--- config.mk ---
export PLATFORM = sky130hd
export DESIGN_NAME = dmem_arbiter
export DESIGN_NICKNAME = d
export VERILOG_FILES = /design/src/rtl/dmem_arbiter.sv
export SDC_FILE = /design/constraint.sdc
export NUM_CORES = 1
export LEC_CHECK = 0
export BUFFER_PORTS_ARGS = -buffer_cell sky130_fd_sc_hd__buf_2
export CAP_MARGIN = 20
export CORE_AREA = 2 2 123 125
export CTS_CLUSTER_SIZE = 8
export DETAILED_ROUTE_END_ITERATION = 16
export DIE_AREA = 0 0 125 127
export GPL_ROUTABILITY_DRIVEN = 1
export PLACE_DENSITY = 0.53
export REMOVE_ABC_BUFFERS = 1
export SYNTH_ARGS = -nofsm -noshare
export SYNTH_HDL_FRONTEND = slang
export SYNTH_SLANG_ARGS = --single-unit
--- constraint.sdc ---
create_clock -name clk -period 1.7 [get_ports clk]
set_clock_uncertainty 0.05 [all_clocks]
set_input_delay 0 -clock clk [delete_from_list [all_inputs] [get_ports clk]]
set_output_delay 0 -clock clk [all_outputs]
set_load 0.01 [all_outputs]
--- src/rtl/dmem_arbiter.sv ---
// dmem_arbiter: shares the data memory's single access port between the CPU
// MEM stage and the accelerator. The CPU has fixed priority, but a streak
// counter forces an accelerator grant after MAX_STREAK consecutive CPU grants
// while the accelerator waits. Read responses (1-cycle latency) are steered
// back to whichever requester issued the load.
module dmem_arbiter #(
    parameter int unsigned MAX_STREAK = 4,
    parameter int unsigned ADDR_W     = 32
) (
    input  logic              clk,
    input  logic              rst_n,
    // CPU request bundle
    input  logic              cpu_req,
    input  logic              cpu_we,
    input  logic              cpu_unsigned,
    input  logic [1:0]        cpu_width,
    input  logic [ADDR_W-1:0] cpu_addr,
    input  logic [31:0]       cpu_wdata,
    output logic              cpu_stall,
    output logic              cpu_rvalid,
    output logic [31:0]       cpu_rdata,
    output logic              cpu_err,
    // Accelerator request bundle
    input  logic              acc_req,
    input  logic              acc_we,
    input  logic              acc_unsigned,
    input  logic [1:0]        acc_width,
    input  logic [ADDR_W-1:0] acc_addr,
    input  logic [31:0]       acc_wdata,
    output logic              acc_gnt,
    output logic              acc_rvalid,
    output logic [31:0]       acc_rdata,
    output logic              acc_err,
    // Memory port
    output logic              mem_wrt_en,
    output logic              mem_rd_en,
    output logic              mem_unsigned,
    output logic [1:0]        mem_width,
    output logic [ADDR_W-1:0] mem_addr,
    output logic [31:0]       mem_wrt_data,
    input  logic [31:0]       mem_rd_data,
    input  logic              mem_error
);

    localparam logic [3:0] STREAK_MAX = 4'(MAX_STREAK);

    // CPU_PRI: CPU wins contention; ACC_TURN: accelerator is owed a slot.
    typedef enum logic {
        CPU_PRI,
        ACC_TURN
    } pri_state_t;

    logic [3:0] streak_q, streak_d;
    pri_state_t pri_state;
    logic       acc_win, cpu_win;
    logic       bad;
    logic       rd_pend_q, rd_owner_q;

    assign pri_state = (streak_q == STREAK_MAX) ? ACC_TURN : CPU_PRI;

    // Streak register: the only arbitration state.
    // NOTE: sequential state uses non-blocking assignments so every flop
    // samples pre-edge values regardless of block ordering.
    always_ff @(posedge clk or negedge rst_n) begin
        if (!rst_n) streak_q <= '0;
        else        streak_q <= streak_d;
    end

    // Grant decision and next streak value.
    // NOTE: every output of this block gets a default first so no path
    // leaves a signal unassigned and no latch is inferred.
    always_comb begin
        acc_win  = 1'b0;
        cpu_win  = 1'b0;
        streak_d = streak_q;
        if (acc_req && (!cpu_req || pri_state == ACC_TURN)) acc_win = 1'b1;
        else if (cpu_req)                                   cpu_win = 1'b1;

        if (!acc_req || acc_win)                    streak_d = '0;
        else if (cpu_win && streak_q < STREAK_MAX)  streak_d = streak_q + 4'd1;
    end

    // Memory port mux: drive the winner's bundle, all zeros when idle.
    always_comb begin
        mem_wrt_en   = 1'b0;
        mem_rd_en    = 1'b0;
        mem_unsigned = 1'b0;
        mem_width    = 2'b00;
        mem_addr     = '0;
        mem_wrt_data = '0;
        bad          = 1'b0;
        if (acc_win) begin
            bad          = mem_error || (acc_width == 2'b11);
            mem_wrt_en   = acc_we && !bad;
            mem_rd_en    = !acc_we && !bad;
            mem_unsigned = acc_unsigned;
            mem_width    = acc_width;
            mem_addr     = acc_addr;
            mem_wrt_data = acc_wdata;
        end else if (cpu_win) begin
            bad          = mem_error || (cpu_width == 2'b11);
            mem_wrt_en   = cpu_we && !bad;
            mem_rd_en    = !cpu_we && !bad;
            mem_unsigned = cpu_unsigned;
            mem_width    = cpu_width;
            mem_addr     = cpu_addr;
            mem_wrt_data = cpu_wdata;
        end
    end

    assign cpu_stall = cpu_req && !cpu_win;
    assign acc_gnt   = acc_win;
    // Errored accesses are consumed: granted, but no memory enable.
    assign cpu_err   = cpu_win && bad;
    assign acc_err   = acc_win && bad;

    // Remember which requester owns the read data returning next cycle.
    always_ff @(posedge clk or negedge rst_n) begin
        if (!rst_n) begin
            rd_pend_q  <= 1'b0;
            rd_owner_q <= 1'b0;
        end else begin
            rd_pend_q <= mem_rd_en;
            if (mem_rd_en) rd_owner_q <= acc_win;
        end
    end

    assign cpu_rvalid = rd_pend_q && !rd_owner_q;
    assign acc_rvalid = rd_pend_q && rd_owner_q;
    assign cpu_rdata  = cpu_rvalid ? mem_rd_data : 32'h0;
    assign acc_rdata  = acc_rvalid ? mem_rd_data : 32'h0;

endmodule

### After elaboration in Yosys (flattened, before gate mapping)

Cells that the tools add are included.

* register bits after elaboration: 6
* latch bits: 0
* RAM bits: 0
* ROM bits: 0
* input port bits: 173
* output and inout bits: 139
* logic and storage cells: 54
* memories: 0

* add/subtract/negate cells: 1
* $mul: 0
* divide/modulo/power cells: 0
* $lt $le $gt $ge: 1
* equality and inequality tests: 3
* shifts and indexed selects: 0
* multiplexer cells: 22
* bitwise gates (word level): 0
* reduce and logical (&&, ||, !) cells: 24

Operators with widths (number)
* 32-bit two-way mux: 6
* 1-bit two-way mux: 12
* 1-bit logical AND: 11
* 1-bit zero test: 8
* 4-bit two-way mux: 2
* 4-bit by 1-bit adder with 4-bit output (second input constant): 1
* 2-bit equality test (second input constant): 2
* 4-bit by 3-bit equality test with 1-bit output (second input constant): 1
* 1-bit logical OR: 4
* 4-bit by 3-bit < comparator with 1-bit output (second input constant): 1
* 2-bit two-way mux: 2
* 2-bit nonzero test: 1

### Logic depth before layout (Yosys ltp)

Gate-level depths: netlist of run 1.

* word-level depth: 8
* depth in mapped cells: 7
* mapped depth without buffers: 5

### Worst setup path after synthesis of run 1

OpenSTA, ideal clock, no wires.

* kind: register to output
* start: register streak_q[0]
* end: output mem_addr[23]
* data arrival time: 1533 ps
* required time: 1650 ps
* path slack: 117 ps
* cell stages (with the launch flop): 8
* path buffers: 2
* path through: dfrtp_1 > inv_1 > ha_1 > nand3b_4 > a21oi_4 > buf_8 > buf_8 > mux2i_1

* elaborated cells on any way between the ends: 8
* those cells by class: eq/ne (1); mux (5); reduce/logical (2)

RTL lines
* from (decl): line 53 `logic [3:0] streak_q, streak_d;`
* from (signal assigned): line 66 `else streak_q <= streak_d;`
* 4-bit by 3-bit equality test with 1-bit output: line 59 `assign pri_state = (streak_q == STREAK_MAX) ? ACC_TURN : CPU_PRI;`
* 1-bit two-way mux: line 59
* 1-bit logical OR: line 76 `if (acc_req && (!cpu_req || pri_state == ACC_TURN)) acc_win = 1'b1;`
* 1-bit logical AND: line 76
* 1-bit two-way mux: line 76
* via acc_gnt: line 30 `output logic acc_gnt,`
* 32-bit two-way mux: line 92 `if (acc_win) begin`
* to (decl): line 39 `output logic [ADDR_W-1:0] mem_addr,`

The timed path passes the listed nets, and every way through them passes these cells.

### Worst setup path in the final report of run 1

* start: register streak_q[1]
* end: output mem_addr[29]

* cells in the longest elaborated chain, start to end: 7
* elaborated cells on any way between the ends: 8
* those cells by class: eq/ne (1); mux (5); reduce/logical (2)

RTL lines
* 4-bit by 3-bit equality test with 1-bit output *: line 59
* 1-bit two-way mux *: line 59
* 1-bit logical OR *: line 76
* 1-bit logical AND *: line 76
* 1-bit two-way mux: line 76
* 32-bit two-way mux: line 100 `end else if (cpu_win) begin`
* 32-bit two-way mux *: line 92

Mark *: on every way between the ends. The rest lies on a longest branch, timed or not.

==> results of run 1 <==
per-layer routing:
metal  share of wire  vias up  GRT usage
li1                -     1662          -
met1            0.40     1349     0.1427
met2            0.50      197     0.2276
met3           0.094        5    0.02806
met4          0.0055        0    0.01961
met5               0        -          0
state kept, by name (all words and copies together) (netlist names):
register and flops:
streak_q 4, rd_owner_q 1, rd_pend_q 1
through the flow:
step / setup TNS [ps] / util / area, um^2
after floorplan: -96650 / - / 1961
after global placement: -95.62 / 0.2744 / 3958
after detailed placement: -308.7 / 0.2744 / 3958
after CTS: -12950 / 0.2916 / 4205
after global routing: -16260 / 0.2954 / 4260
final: -11050 / 0.2954 / 4260
how the worst min path moves through the flow:
stage / slack (ps) / depth (start not counted) / start / endpoint
final: 40 / 3 / acc_req / streak_q[1]
after global routing: 60 / 3 / acc_req / streak_q[1]
after CTS: 40 / 3 / acc_req / streak_q[1]
after detailed placement: -210 / 1 / rst_n / rd_pend_q
after global placement: -210 / 1 / rst_n / rd_pend_q
after floorplan: -350 / 0 / rst_n / rd_owner_q
logic make-up (layout without fill, tap and decap cells):
family | after synthesis | in the layout
simple gates | 147 | 147
flops | 6 | 6
mux | 68 | 68
compound gates | 12 | 12
buf+inv | 97 | 416
fa+ha+maj | 2 | 2
Yosys cell counts, drive strengths merged:
| cell | number | share of area |
|---|---|---|
| a21oi | 6 | 0.019 |
| mux2i | 68 | 0.31 |
| and2 | 34 | 0.098 |
| o21ai | 3 | 0.0069 |
| nor3b | 1 | 0.0035 |
| nor2 | 1 | 0.0017 |
| nand2 | 72 | 0.12 |
| o2111ai | 1 | 0.0040 |
| clkbuf | 14 | 0.024 |
| nor2b | 4 | 0.012 |
| nand3 | 1 | 0.0023 |
| ha | 2 | 0.012 |
| and3 | 33 | 0.095 |
| dfrtp | 6 | 0.069 |
| nand3b | 1 | 0.0092 |
| a21bo | 1 | 0.0046 |
| inv | 72 | 0.12 |
| buf | 11 | 0.070 |
| a22o | 1 | 0.0040 |
worst reg2reg max path: cells and delay by family, from the launching register on:
kind / cells / cell delay [ps]
compound gates: 2 / 430
flops: 1 / 380
buf+inv: 3 / 350
fa+ha+maj: 1 / 150
simple gates: 1 / 90
where the power goes:
part	switching [W]	total, W	internal (W)
registers	0.00000408	0.000156	0.000152
logic	0.000489	0.000976	0.000486
clock network	0.0000843	0.000387	0.000302
layout make-up:
cell class                      instances  area, um^2
Fill cell                            1605       10160
Timing Repair Buffer                  341        1928
Multi-Input combinational cell        229        1607
Inverter                               72       270.3
Tap cell                              184       230.2
Sequential cell                         6       150.1
Clock buffer                            3       75.07
repair_timing:
| action | CTS | global route |
|---|---|---|
| buffers inserted | 3 | 0 |
| setup endpoints to repair | 73 | 74 |
| gates resized for setup | 16 | 12 |
| cloned | 2 | 1 |
| hold endpoints to repair | 7 | 0 |
| pin swaps | 2 | 1 |
| hold buffers | 2 | 0 |
==> impl_metrics.toml, run 1 <==
[global_route]
grt_overflow = 0
first_global_vias = 2998
grtUsageTotal = 0.1212
grt_max_degree = 43
grt_pass1_wl_mm = 15.66
antenna_found_initial = 0

[synthesis]
syn_area_mm2 = 0.002166
synthSimpleGateAreaFrac = 0.3466
synth-adder-area-share = 0.01155
synth-xor-area-share = 0
ys_types = 23
synth_compound_gate_area_share = 0.03871
ys_seq_elements = 6
synth_top_family_by_area = "simple AND/OR/NAND/NOR gates"
syn_avg_cell_area_um2 = 6.524
seq_area_frac_synth = 0.06932
yosysWarnings = 0
synthMuxAreaShare = 0.3143
syn_inst = 332

[worst_setup_path]
path_depth = 8
critPathLaunch = "streak_q[1]"
critical_path_required_ps = 1650
cp_slowest_cell = "dfrtp_1"
crit_path_end = "mem_addr[29]"
r2r_slack_ps = 130
worstPathMaxFanout = 9
path_cells = "inv_2, ha_4, nand3b_4, a21oi_4, buf_12, buf_6, mux2i_1, buf_2"
regToRegEndpoint = "rd_pend_q"
crit_type = "reg2out"
path_buf_inv = 4
critPathMaxStageDelay_ps = 380
critPathLaunchType = "flop"
path_delay_family = "buffers and inverters"
end_kind = "output pin"
r2r-start = "streak_q[1]"
cp_data_arrival_time_ps = 1860
reg2regPathDepth = 7

[sta]
tightestPinTransition_ps = 419.3
post-route-min-period_ps = 1911
rsz0062_at_grt = "true"
hold-worst-slack_ps = 39.95
fmax_mhz = 523.2
finalSetupViolations = 72
final_hold_viol_count = 0
final.period_utilization = 1.124
setup_slack_ps = -211.2
slew_headroom = 0.7205
maxSlewViolCount = 0

[drt]
dr_total_vias = 3213
drt_iter0_drc = 81
antenna_left = 0
postRouteWirelength_mm = 10.81
drt-vias-per-instance = 3.848
drc = 0
post_drt_wl_per_cell_um = 12.94
drt_first_pass_iters = 4

[pwr]
power_density_mw_per_mm2 = 356.3
ir_drop_uv = 228.1
fin_total_pwr_w = 0.001518
power_leakage_nw = 2.866

[clock_tree]
clockBufferDepth = 2
cts-root-buf = "clkbuf_16"
cts_sinks = 6
numCtsBuffers = 3
tritoncts = "done"
clk_latency_ps = 230
cts_htree_levels = 1
clk_pin_slew_ps = 30

[placement]
dp_hpwl_mm = 9.191
place_congestion = 0.7591
place_inst = 825
dp_worst_setup_slack_ps = -49.22
io_buffers = 311

[flow_run]
drv_cap = 0

[final_layout]
finalNetCount = 828
final_cell_mix = "buf_2, nand2_1, inv_1"
drive_above_1_share = 0.5484
final_common_cell = "buf_2"
final_cell_count_no_fill = 835
insertedDiodeCount = 0
syn2layout_area_growth_pct = 96.71

[hold_path]
hold_class = "in2reg"

[floorplanning]
dieArea_mm2 = 0.01588
num_rows = 44
start_util = 0.1502
core-area_mm2 = 0.01442
die_h_um = 127
ios = 312
die_w_um = 125

[run_status]
violations = "setup timing"
outcome = "finished, violations left"
Power figures use the tool's default switching activity.
==> inputs of run 2 (changes only) <==
- REMOVE_ABC_BUFFERS: 1 -> not set
==> run 2 against run 1 <==
Net effect: the flow still finishes with violations (setup timing); die area stayed put; clock power fell by 2%; worst setup slack got worse by 38 ps.
==> impl_metrics.toml, run 2 (synthesis gave the netlist of run 1 again) <==
[run_status]
outcome = "finished, violations left"
violations = "setup timing"

[sta]
hold-worst-slack_ps = 10.04
tightestPinTransition_ps = 562.0
maxSlewViolCount = 0
post-route-min-period_ps = 1949
fmax_mhz = 513.1
finalSetupViolations = 73
final.period_utilization = 1.147
setup_slack_ps = -249.1
fin_tns_setup_ps = -11110
rsz0062_at_grt = "true"
slew_headroom = 0.6253
final_hold_viol_count = 0

[pwr]
power_leakage_nw = 2.957
clkPwrFrac = 0.243
ir_drop_uv = 220.0
p_sw_w = 0.0005813
p_int_w = 0.0009827
switching_share = 0.3717
power_density_mw_per_mm2 = 350.4
p_comb_frac = 0.657
pwr-share-seq = 0.100

[worst_setup_path]
cp_slowest_cell = "dfrtp_1"
reg2regPathDepth = 8
r2r-start = "streak_q[0]"
end_kind = "output pin"
path_depth = 9
path_delay_family = "buffers and inverters"
worstPathMaxFanout = 7
path_cells = "inv_2, ha_4, nand3b_4, a21oi_4, buf_6, buf_12, buf_12, mux2i_2, buf_2"
cp_data_arrival_time_ps = 1900
critPathMaxStageDelay_ps = 380
path_buf_inv = 5
critPathLaunchType = "flop"
r2r_slack_ps = 10
crit_path_end = "mem_addr[18]"
regToRegEndpoint = "rd_pend_q"
crit_path_frequent_cell = "buf_12"
critPathLaunch = "streak_q[0]"
crit_type = "reg2out"
critical_path_required_ps = 1650

[hold_path]
whs_path_depth = 2
hold_class = "in2reg"
hold_start = "acc_req"

[floorplanning]
die_w_um = 125
die_h_um = 127
ios = 312
core-area_mm2 = 0.01442
dieArea_mm2 = 0.01588
num_rows = 44
start_util = 0.1502

[final_layout]
final_core_util = 0.3094
syn2layout_area_growth_pct = 106.1
insertedDiodeCount = 0
fin_area_mm2 = 0.004463
top_register = "streak_q"
finalNetCount = 841
largest_reg_flops = 4
final_common_cell = "buf_2"
drive_above_1_share = 0.5572
top_regs = "streak_q x4, rd_owner_q x1, rd_pend_q x1"
final_cell_mix = "buf_2, nand2_1, inv_1"

[global_route]
antenna_found_initial = 0
first_global_vias = 3304
grtUsageTotal = 0.1223
grt_max_degree = 46
grt_pass1_wl_mm = 16.13
grt_overflow = 0

[drt]
drt_first_pass_iters = 4
dr_total_vias = 3346
antenna_left = 0
drc = 0
postRouteWirelength_mm = 10.70
drt-vias-per-instance = 3.946
drt_iter0_drc = 57
post_drt_wl_per_cell_um = 12.62

[placement]
post_dp_cell_area_mm2 = 0.004013
dp_hpwl_mm = 8.981
place_congestion = 0.7819
io_buffers = 311

[clock_tree]
cts_sinks = 6
cts-root-buf = "clkbuf_16"
tritoncts = "done"
clockBufferDepth = 2
clk_pin_slew_ps = 30
cts_htree_levels = 1
numCtsBuffers = 3
clk_latency_ps = 230

[flow_run]
drv_cap = 0

[synthesis]
syn-num-nets = 507
==> run 2: cell count changes in the layout (fill, tap and decap cells not counted), moves of 3 or more <==
| cell | before | now |
|---|---|---|
| buf_4 | 16 | 21 |
| buf_8 | 1 | 5 |
| buf_6 | 7 | 12 |
| mux2i_4 | 0 | 3 |
| mux2i_2 | 8 | 3 |
==> run 2: worst min path at each step <==
stage             endpoint  slack, ps
4_1_cts        streak_q[3]         20
3_3_place_gp   streak_q[3]       -220
2_1_floorplan   rd_owner_q       -350
3_5_place_dp   streak_q[3]       -220
5_1_grt        streak_q[3]         40
6_report       streak_q[3]         10
==> run 2: what timing repair did <==
item	4_1_cts	5_1_grt
hold buffers	1	0
endpoints found under the setup margin	73	74
cloned	3	0
setup buffers	13	3
pin swaps	3	3
gates resized for setup	33	17
hold endpoints to repair	6	0
==> run 2: routing by layer <==
metal  global-route usage  routed length [um]
met4              0.01634                  70
met5                    0                   0
met2               0.2529                5649
met1               0.1305                3982
met3              0.02219                1001
==> run 2: power by group through the flow <==
stage               clock network, W  logic [W]  registers [W]
finish                      0.000380    0.00103       0.000157
global route                0.000389    0.00113       0.000158
CTS                         0.000385    0.00102       0.000157
detailed placement                 0   0.000931       0.000158
global placement                   0   0.000930       0.000157
floorplan                          0   0.000452       0.000161
==> run 2: stage by stage <==
stage / setup WS (ps) / cells / total power [W]
finish: -249.1 / 848 / 0.001564
CTS: -235.6 / 848 / 0.001567
detailed placement: -50.33 / 829 / 0.001089
global route: -337.9 / 848 / 0.001677
global placement: -34.31 / 829 / 0.001088
floorplan: 117.0 / 332 / 0.0006136
==> run 2: layout make-up <==
cell class / instances / area, um^2
Fill cell: 1573 / 9961
Inverter: 72 / 270.3
Sequential cell: 6 / 150.1
Multi-Input combinational cell: 229 / 1633
Clock buffer: 3 / 75.07
Timing Repair Buffer: 354 / 2105
Tap cell: 184 / 230.2
